--- config.mk ---
export PLATFORM = sky130hd
export DESIGN_NAME = aes_sbox_sched
export DESIGN_NICKNAME = d
export VERILOG_FILES = /design/src/rtl/aes_sbox_sched_pkg.sv /design/src/rtl/aes_sbox_sched_tracker.sv /design/src/rtl/aes_sbox_sched.sv
export SDC_FILE = /design/constraint.sdc
export NUM_CORES = 1
export LEC_CHECK = 0
export ABC_CLOCK_PERIOD_IN_PS = 7700
export CAP_MARGIN = 15
export CELL_PAD_IN_SITES_DETAIL_PLACEMENT = 1
export CELL_PAD_IN_SITES_GLOBAL_PLACEMENT = 1
export CORE_MARGIN = 2
export CORE_UTILIZATION = 37
export DETAILED_ROUTE_END_ITERATION = 16
export GPL_TIMING_DRIVEN = 0
export PLACE_DENSITY = 0.83
export SYNTH_ARGS = -nofsm -noshare
export SYNTH_HDL_FRONTEND = slang
export SYNTH_SLANG_ARGS = --single-unit
--- constraint.sdc ---
create_clock -name ClkxCI -period 7.7 [get_ports ClkxCI]
set_input_delay 0.77 -clock ClkxCI [delete_from_list [all_inputs] [get_ports ClkxCI]]
set_output_delay 0.77 -clock ClkxCI [all_outputs]
set_load 0.005 [all_outputs]
--- src/rtl/aes_sbox_sched_pkg.sv ---
// Shared types and constants for the masked S-box batch scheduler.
package aes_sbox_sched_pkg;
  typedef enum logic [1:0] {IDLE, ISSUE, DRAIN} state_t;
  typedef enum logic {REQ_ST = 1'b0, REQ_KY = 1'b1} req_t;

  localparam int N_ST       = 16;
  localparam int N_KY       = 4;
  localparam int DEF_SHARES = 2;
  localparam int BYTE_W     = 8 * DEF_SHARES;
  localparam int IDX_W      = 5;
endpackage

--- src/rtl/aes_sbox_sched_tracker.sv ---
// Follows issued bytes through the fixed S-box latency and names the
// result slot that the current S-box output belongs to.
module sbox_valid_tracker
  import aes_sbox_sched_pkg::*;
#(
  parameter int LATENCY = 4
) (
  input  logic             ClkxCI,
  input  logic             RstxBI,
  input  logic             ClearxSI,
  input  logic             PushxSI,
  output logic             CapxSO,
  output logic [IDX_W-1:0] IdxxDO
);
  logic [LATENCY-1:0] r_valid;
  logic [IDX_W-1:0]   r_idx;

  assign CapxSO = r_valid[LATENCY-1];
  assign IdxxDO = r_idx;

  always_ff @(posedge ClkxCI or negedge RstxBI) begin
    if (!RstxBI) begin
      r_valid <= '0;
      r_idx   <= '0;
    end else begin
      r_valid <= (r_valid << 1) | LATENCY'(PushxSI);
      if (ClearxSI)
        r_idx <= '0;
      else if (CapxSO)
        r_idx <= r_idx + 1'b1;
    end
  end
endmodule

--- src/rtl/aes_sbox_sched.sv ---
// Shares one pipelined masked S-box between the round datapath (16 bytes)
// and the key schedule (4 bytes), one whole batch at a time.
module aes_sbox_sched
  import aes_sbox_sched_pkg::*;
#(
  parameter int SHARES  = DEF_SHARES,
  parameter int LATENCY = 4,
  parameter int RND_W   = 36
) (
  input  logic                       ClkxCI,
  input  logic                       RstxBI,
  input  logic                       StReqxSI,
  input  logic [N_ST*8*SHARES-1:0]   StDataxDI,
  output logic                       StAckxSO,
  output logic [N_ST*8*SHARES-1:0]   StResxDO,
  output logic                       StDonexSO,
  input  logic                       KyReqxSI,
  input  logic [N_KY*8*SHARES-1:0]   KyDataxDI,
  output logic                       KyAckxSO,
  output logic [N_KY*8*SHARES-1:0]   KyResxDO,
  output logic                       KyDonexSO,
  input  logic                       RndValidxSI,
  input  logic [RND_W-1:0]           RndxDI,
  output logic                       RndReadyxSO,
  output logic [8*SHARES-1:0]        SboxInxDO,
  output logic [RND_W-1:0]           SboxRndxDO,
  input  logic [8*SHARES-1:0]        SboxOutxDI,
  output logic                       BusyxSO
);
  localparam int BW = 8 * SHARES;

  state_t              r_state;
  req_t                r_grant;
  req_t                r_last;
  logic [N_ST*BW-1:0]  r_batch;
  logic [N_ST*BW-1:0]  r_resBuf;
  logic [IDX_W-1:0]    r_cnt;
  logic [IDX_W-1:0]    r_n;
  logic                r_stAck, r_kyAck, r_stDone, r_kyDone;
  logic [N_ST*BW-1:0]  r_stRes;
  logic [N_KY*BW-1:0]  r_kyRes;
  logic [BW-1:0]       r_sboxIn;
  logic [RND_W-1:0]    r_sboxRnd;

  logic                w_cap;
  logic [IDX_W-1:0]    w_idx;
  logic                w_start, w_grantKy, w_push, w_lastCap;
  logic [N_ST*BW-1:0]  w_resFinal;

  // Key wins a tie only when the datapath owned the previous batch.
  always_comb begin
    w_grantKy  = KyReqxSI && (!StReqxSI || (r_last == REQ_ST));
    w_start    = (r_state == IDLE) && (StReqxSI || KyReqxSI);
    w_push     = (r_state == ISSUE) && RndValidxSI;
    w_lastCap  = (r_state == DRAIN) && w_cap && (w_idx == r_n - 1'b1);
    w_resFinal = r_resBuf;
    if (w_cap)
      w_resFinal[int'(w_idx)*BW +: BW] = SboxOutxDI;
  end

  sbox_valid_tracker #(.LATENCY(LATENCY)) u_tracker (
    .ClkxCI   (ClkxCI),
    .RstxBI   (RstxBI),
    .ClearxSI (w_start),
    .PushxSI  (w_push),
    .CapxSO   (w_cap),
    .IdxxDO   (w_idx)
  );

  always_ff @(posedge ClkxCI or negedge RstxBI) begin
    if (!RstxBI) begin
      r_state   <= IDLE;
      r_grant   <= REQ_ST;
      r_last    <= REQ_KY;
      r_batch   <= '0;
      r_resBuf  <= '0;
      r_cnt     <= '0;
      r_n       <= '0;
      r_stAck   <= 1'b0;
      r_kyAck   <= 1'b0;
      r_stDone  <= 1'b0;
      r_kyDone  <= 1'b0;
      r_stRes   <= '0;
      r_kyRes   <= '0;
      r_sboxIn  <= '0;
      r_sboxRnd <= '0;
    end else begin
      r_stAck  <= 1'b0;
      r_kyAck  <= 1'b0;
      r_stDone <= 1'b0;
      r_kyDone <= 1'b0;
      if (w_cap)
        r_resBuf[int'(w_idx)*BW +: BW] <= SboxOutxDI;
      case (r_state)
        IDLE: begin
          if (w_start) begin
            r_state <= ISSUE;
            r_cnt   <= '0;
            if (w_grantKy) begin
              r_kyAck <= 1'b1;
              r_grant <= REQ_KY;
              r_last  <= REQ_KY;
              r_n     <= IDX_W'(N_KY);
              r_batch <= (N_ST*BW)'(KyDataxDI);
            end else begin
              r_stAck <= 1'b1;
              r_grant <= REQ_ST;
              r_last  <= REQ_ST;
              r_n     <= IDX_W'(N_ST);
              r_batch <= StDataxDI;
            end
          end
        end
        // Shares only move when a fresh random word arrives, so stalls add no toggles.
        ISSUE: begin
          if (RndValidxSI) begin
            r_sboxIn  <= r_batch[int'(r_cnt)*BW +: BW];
            r_sboxRnd <= RndxDI;
            r_cnt     <= r_cnt + 1'b1;
            if (r_cnt == r_n - 1'b1)
              r_state <= DRAIN;
          end
        end
        DRAIN: begin
          if (w_lastCap) begin
            r_state <= IDLE;
            if (r_grant == REQ_KY) begin
              r_kyRes  <= w_resFinal[N_KY*BW-1:0];
              r_kyDone <= 1'b1;
            end else begin
              r_stRes  <= w_resFinal;
              r_stDone <= 1'b1;
            end
          end
        end
        default: r_state <= IDLE;
      endcase
    end
  end

  assign StAckxSO    = r_stAck;
  assign KyAckxSO    = r_kyAck;
  assign StDonexSO   = r_stDone;
  assign KyDonexSO   = r_kyDone;
  assign StResxDO    = r_stRes;
  assign KyResxDO    = r_kyRes;
  assign SboxInxDO   = r_sboxIn;
  assign SboxRndxDO  = r_sboxRnd;
  assign RndReadyxSO = w_push;
  assign BusyxSO     = (r_state != IDLE);
endmodule

==> impl_metrics.ini, run 1 <==
[cells_and_area]
post_route_cells_drive_above_1_share_pct = 13.3
instances_no_fill = 5243
nets = 4239
layout_commonest_cell = dfrtp_1
syn_to_final_growth_pct = 34.5
final_cell_mix = 906 x dfrtp_1, 753 x clkdlybuf4s50_1, 408 x nand2_1, 211 x a22o_1, 210 x clkbuf_1
fillCellCount = 10300

[place]
dp_hpwl_um = 116000
gp_congestion = 0.908
dp.cells = 5047
io_buffers = 754
preCtsSetupSlack_ns = 3.70

[critical_path]
r2r_start = u_tracker.IdxxDO[0]
critical_path.cell_chain = buf_2 > inv_1 > ha_1 > and2_1 > ha_1 > nand4b_1 > nor3_2 > buf_2 > mux2_2 > mux2_2
worst_setup_path_start_kind = flip-flop
cp_slowest_cell = nor3_2
crit_path_end_kind = flip-flop
worstSetupStartpoint = u_tracker.IdxxDO[0]
crit_arrival_ns = 4.65
crit_required_ns = 8.26
rrSetupSlack_ns = 3.60
path_max_fanout = 10
slowest_delay_ns = 0.78
critPathKind = flip-flop to flip-flop

[cts]
cts_made_buffers = 96
clk_latency_ns = 0.70
cts_sinks = 907
clk_pin_slew_ns = 0.06
cts_buffer_depth = 3
h-tree-depth = 3
cts_setup_buffers = 0
cts_resized = 0
cts_root_buf = clkbuf_16
cts_tree = yes
cts_hold_repair.buffers = 0

[synth]
async_reset_ff_share_pct = 100
synthFlopType = dfrtp_1
synth_edf_count = 0
synthCells = 2997
avgSynthCellArea_um2 = 12.3
synth-seq-cells = 907
ys_types = 57
syn_nets = 3378
syn_area_um2 = 36800
synth_warnings = 0
synth.yosys.seq_area_share_pct = 61.7

[power]
p_switching_mw = 2.31
powerDensity_nw_per_um2 = 203
power_mw = 10.0
power_frac_seq_pct = 47.9
p_int_mw = 7.71
ir_drop_mv = 0.148
switching_share_pct = 23.0
p_comb_share_pct = 4.1
p_leak_nw = 22.2
clockPowerShare_pct = 48.0

[grt]
track_usage_pct = 30.5
grt_pass1_wl_um = 230000
antenna_found_initial = 36
grt_max_degree = 121
grt_overflow = 0
grt_pass1_vias = 33500

[routing]
drt_pass1_iterations = 6
avgRoutedWirePerCell_um = 30.1
drtAntennaViolNets = 0
drtIter0Drc = 2761
drc = 0
wirelength_um = 158000
viasPerCell = 5.84
num_vias = 30600

[sta]
rsz0062_at_grt = false
worst_slew_pin_slew_ns = 1.26
finalSetupTns_ns = 0
final-hold-violation-count = 0
slew_headroom_pct = 15.9
finalClockSkew_ns = 0.0381
fmax_ghz = 0.244
setup_viol = 0
period_share_pct = 53.2
fin_crit_ns = 4.10
maxSlewViolCount = 0
setup_ws_ns = 3.60

[floorplanning]
ios = 755
rows = 115
die-height_um = 319
start_util_pct = 37.4
dieArea_um2 = 102000
fp.dieW_um = 319
coreArea_um2 = 98400

[flow_run]
drv_cap = 0

[status]
status = completed

[min_path]
hp-class = primary input to async pin
-- worst max-delay path, delay by kind of cell, from the launching register on --
family | cells | cell delay [ns]
mux | 2 | 0.68
simple gates | 3 | 1.38
flops | 1 | 0.40
buf+inv | 3 | 0.90
fa+ha+maj | 2 | 0.58
-- sequential cells by signal, indices dropped and copies added, names as in the netlist, 2 cells and up --
| signal | count |
|---|---|
| r_n | 2 |
| r_cnt | 5 |
| r_state | 2 |
| StResxDO | 256 |
| r_batch | 256 |
| u_tracker.IdxxDO | 5 |
| r_resBuf | 256 |
| SboxInxDO | 16 |
| SboxRndxDO | 36 |
| u_tracker.r_valid | 4 |
| KyResxDO | 64 |
-- cell usage after synthesis (all sizes together), types with 3 or more instances --
cell type | n | area share (%)
dfrtp | 906 | 62
nand2 | 408 | 4.2
a22o | 211 | 5.0
o21ai | 197 | 2.7
clkbuf | 193 | 2.0
mux2 | 192 | 5.9
inv | 104 | 1.1
nor2 | 74 | 0.76
buf | 67 | 0.89
mux2i | 66 | 1.8
a222oi | 64 | 1.7
mux4 | 64 | 3.9
a21oi | 52 | 0.71
nand3 | 51 | 0.69
a31oi | 48 | 0.82
o211ai | 48 | 0.98
or3 | 36 | 0.61
and2 | 34 | 0.58
o31ai | 34 | 0.71
a31o | 32 | 0.76
nor3 | 20 | 0.34
a2bb2oi | 16 | 0.38
o311ai | 16 | 0.38
nand4 | 9 | 0.15
nand2b | 7 | 0.12
or2 | 6 | 0.10
a21o | 4 | 0.082
ha | 4 | 0.14
or4 | 4 | 0.082
xnor2 | 4 | 0.12
and3 | 3 | 0.051
xor2 | 3 | 0.092
-- stage by stage --
step	cell area, um2	hold slack (ns)	util, %
finish	49500	0.209	50.2
floorplan	36800	0.331	-
global placement	45900	0.336	46.7
global route	49400	0.264	50.2
detailed placement	46200	0.336	46.9
CTS	49400	0.205	50.2
-- area by class of cell --
class                           count  area [um2]  area share (%)
Timing Repair Buffer              763        7790            15.7
Clock buffer                      134        2760            5.57
Inverter                          106         399           0.807
Tap cell                         1287        1610            3.26
Buffer                            260        1050            2.13
Sequential cell                   907       22700            45.9
Antenna cell                       20        50.0           0.101
Clock inverter                     42         487           0.984
Multi-Input combinational cell   1724       12600            25.5
-- final timing paths --
| check | to | depth (start not counted) |
|---|---|---|
| setup reg to reg | StResxDO[156] | 10 |
| hold reg to reg | u_tracker.r_valid[2] | 0 |
| hold / removal | r_resBuf[156] | 1 |
| min in group ClkxCI | u_tracker.r_valid[2] | 0 |
| setup / recovery | StResxDO[156] | 10 |
| max in group asynchronous | r_batch[115] | 4 |
-- logic make-up after synthesis --
group	count (synthesis)	share of synthesized area, %
DFF	907	61.7
adders and majority gates	4	0.136
AOI/OAI and AO/OA	728	14.5
buffers and inverters	366	3.95
muxes	322	11.6
and+or+nand+nor	663	7.90
xor gates and xnor gates	7	0.208
-- metal layers --
metal | GRT usage (%) | vias to the layer above | part of all wire (%)
met1 | 36.0 | 15900 | 37
met3 | 6.73 | 428 | 7.7
li1 | - | 12600 | -
met2 | 51.0 | 1697 | 49
met5 | 0 | - | 0.083
met4 | 18.6 | 20 | 6.5
-- power groups by stage --
stage	Sequential (mW)	Combinational, mW	Clock, mW
after floorplan	4.88	0.0399	0
after global placement	4.91	0.390	0
after detailed placement	4.89	0.411	0
after CTS	4.80	0.415	4.84
after global routing	4.80	0.438	5.03
final	4.80	0.413	4.80
Power figures use the tool's default switching activity.
==> inputs of run 2 (changes only) <==
--- a/config.mk
+++ b/config.mk
@@ -5,7 +5,7 @@
 export SDC_FILE = /design/constraint.sdc
 export NUM_CORES = 1
 export LEC_CHECK = 0
-export ABC_CLOCK_PERIOD_IN_PS = 7700
+export ABC_CLOCK_PERIOD_IN_PS = 4100
 export CAP_MARGIN = 15
 export CELL_PAD_IN_SITES_DETAIL_PLACEMENT = 1
 export CELL_PAD_IN_SITES_GLOBAL_PLACEMENT = 1
==> constraint.sdc (replaced) <==
create_clock -name ClkxCI -period 4.1 [get_ports ClkxCI]
set_input_delay 0.41 -clock ClkxCI [delete_from_list [all_inputs] [get_ports ClkxCI]]
set_output_delay 0.41 -clock ClkxCI [all_outputs]
set_load 0.005 [all_outputs]
==> impl_metrics.ini, run 2 (synthesized netlist as in run 1, its figures left out) <==
[sta]
finalSetupTns_ns = 0
setup_viol = 0
maxSlewViolCount = 0
worst_slew_pin_slew_ns = 1.24
final-hold-violation-count = 0
slew_headroom_pct = 17.6
finalClockSkew_ns = 0.0384
rsz0062_at_grt = true
fin_crit_ns = 4.01
period_share_pct = 97.9
fmax_ghz = 0.249
fin_hold_ws_ns = 0.258

[power]
ir_drop_mv = 0.280
p_leak_nw = 22.2
powerDensity_nw_per_um2 = 380
power_frac_seq_pct = 47.9
power_mw = 18.8
switching_share_pct = 23.0
p_comb_share_pct = 4.1
p_switching_mw = 4.34
clockPowerShare_pct = 48.0
p_int_mw = 14.5

[grt]
grt_pass1_wl_um = 230000
grt_pass1_vias = 33500
track_usage_pct = 30.5
grt_overflow = 0
antenna_found_initial = 36
grt_max_degree = 121

[place]
dp_hpwl_um = 116000
gp_congestion = 0.908
dp.cells = 5047
io_buffers = 754

[critical_path]
worst_setup_path_start_kind = flip-flop
critPathKind = flip-flop to flip-flop
crit_required_ns = 4.66
crit_path_end_kind = flip-flop
worstSetupStartpoint = u_tracker.IdxxDO[0]
r2r_start = u_tracker.IdxxDO[0]
crit_arrival_ns = 4.58
path_max_fanout = 10

[floorplanning]
dieArea_um2 = 102000
die-height_um = 319
start_util_pct = 37.4
fp.dieW_um = 319
ios = 755
coreArea_um2 = 98400
rows = 115

[cts]
h-tree-depth = 3
cts_buffer_depth = 3
cts_sinks = 907
cts_tree = yes
cts_setup_buffers = 0
clk_latency_ns = 0.70
cts_root_buf = clkbuf_16
cts_made_buffers = 96
clk_pin_slew_ns = 0.06

[cells_and_area]
fin_util_pct = 50.3
post_route_cells_drive_above_1_share_pct = 13.3
layout_commonest_cell = dfrtp_1
nets = 4240
instances_no_fill = 5246
final_cell_mix = 906 x dfrtp_1, 753 x clkdlybuf4s50_1, 408 x nand2_1, 211 x a22o_1, 210 x clkbuf_1
syn_to_final_growth_pct = 34.6

[routing]
drc = 0
drt_pass1_iterations = 10
drtAntennaViolNets = 0
avgRoutedWirePerCell_um = 30.2
wirelength_um = 158000
drtIter0Drc = 2786
num_vias = 30700
viasPerCell = 5.86

[status]
status = completed

[flow_run]
drv_cap = 0

[min_path]
min-delay-start = RndxDI[6]
hp-class = primary input to flip-flop
==> run 2: critical path, stage by stage, from the launching register on <==
cell and delay (ns):
dfrtp_1 0.40, buf_2 0.25, inv_1 0.11, ha_1 0.31, and2_1 0.18, ha_1 0.26
nand4b_1 0.45, nor3_2 0.80, buf_2 0.42, mux2_2 0.40, mux2_2 0.28
==> run 2: routing by layer <==
metal | part of all wire (%) | track usage, %
met2 | 49 | 51.0
met4 | 6.5 | 18.6
met1 | 37 | 36.0
met3 | 7.6 | 6.73
met5 | 0.074 | 0
==> run 2: final timing paths <==
check / to / slack, ns / depth (start not counted)
min in group asynchronous: r_resBuf[156] / 0.44 / 2
worst min-delay path: SboxRndxDO[6] / 0.26 / 3
worst max-delay path: StResxDO[220] / 0.09 / 10
worst max register to register: StResxDO[220] / 0.09 / 10
worst min register to register: u_tracker.r_valid[2] / 0.35 / 0
max in group asynchronous: r_batch[115] / 1.62 / 5
==> run 2: power by group through the flow <==
stage               sequential, mW  combinational [mW]  clock [mW]
floorplan                     9.17              0.0750           0
global placement              9.21               0.732           0
detailed placement            9.18               0.773           0
CTS                           9.01               0.781        9.10
global route                  9.01               0.823        9.45
finish                        9.01               0.776        9.02
==> run 2: repair_timing <==
action,4_1_cts,5_1_grt
setup endpoints to repair,0,30
hold buffers,1,0
endpoints found under the hold margin,117,0
resized for setup,0,1
==> run 2: final cells by class <==
class	count	area [um2]
Antenna cell	22	55.1
Buffer	260	1050
Clock buffer	134	2760
Clock inverter	42	487
Fill cell	10300	48900
Inverter	106	399
Multi-Input combinational cell	1724	12600
Sequential cell	907	22700
Tap cell	1287	1610
Timing Repair Buffer	764	7800
==> run 2: stage by stage <==
stage	instance area [um2]	worst slack, ns
2_1_floorplan	36800	1.04
3_3_place_gp	45900	-38.88
3_5_place_dp	46200	0.0970
4_1_cts	49400	0.0663
5_1_grt	49500	-0.123
6_report	49500	0.0880
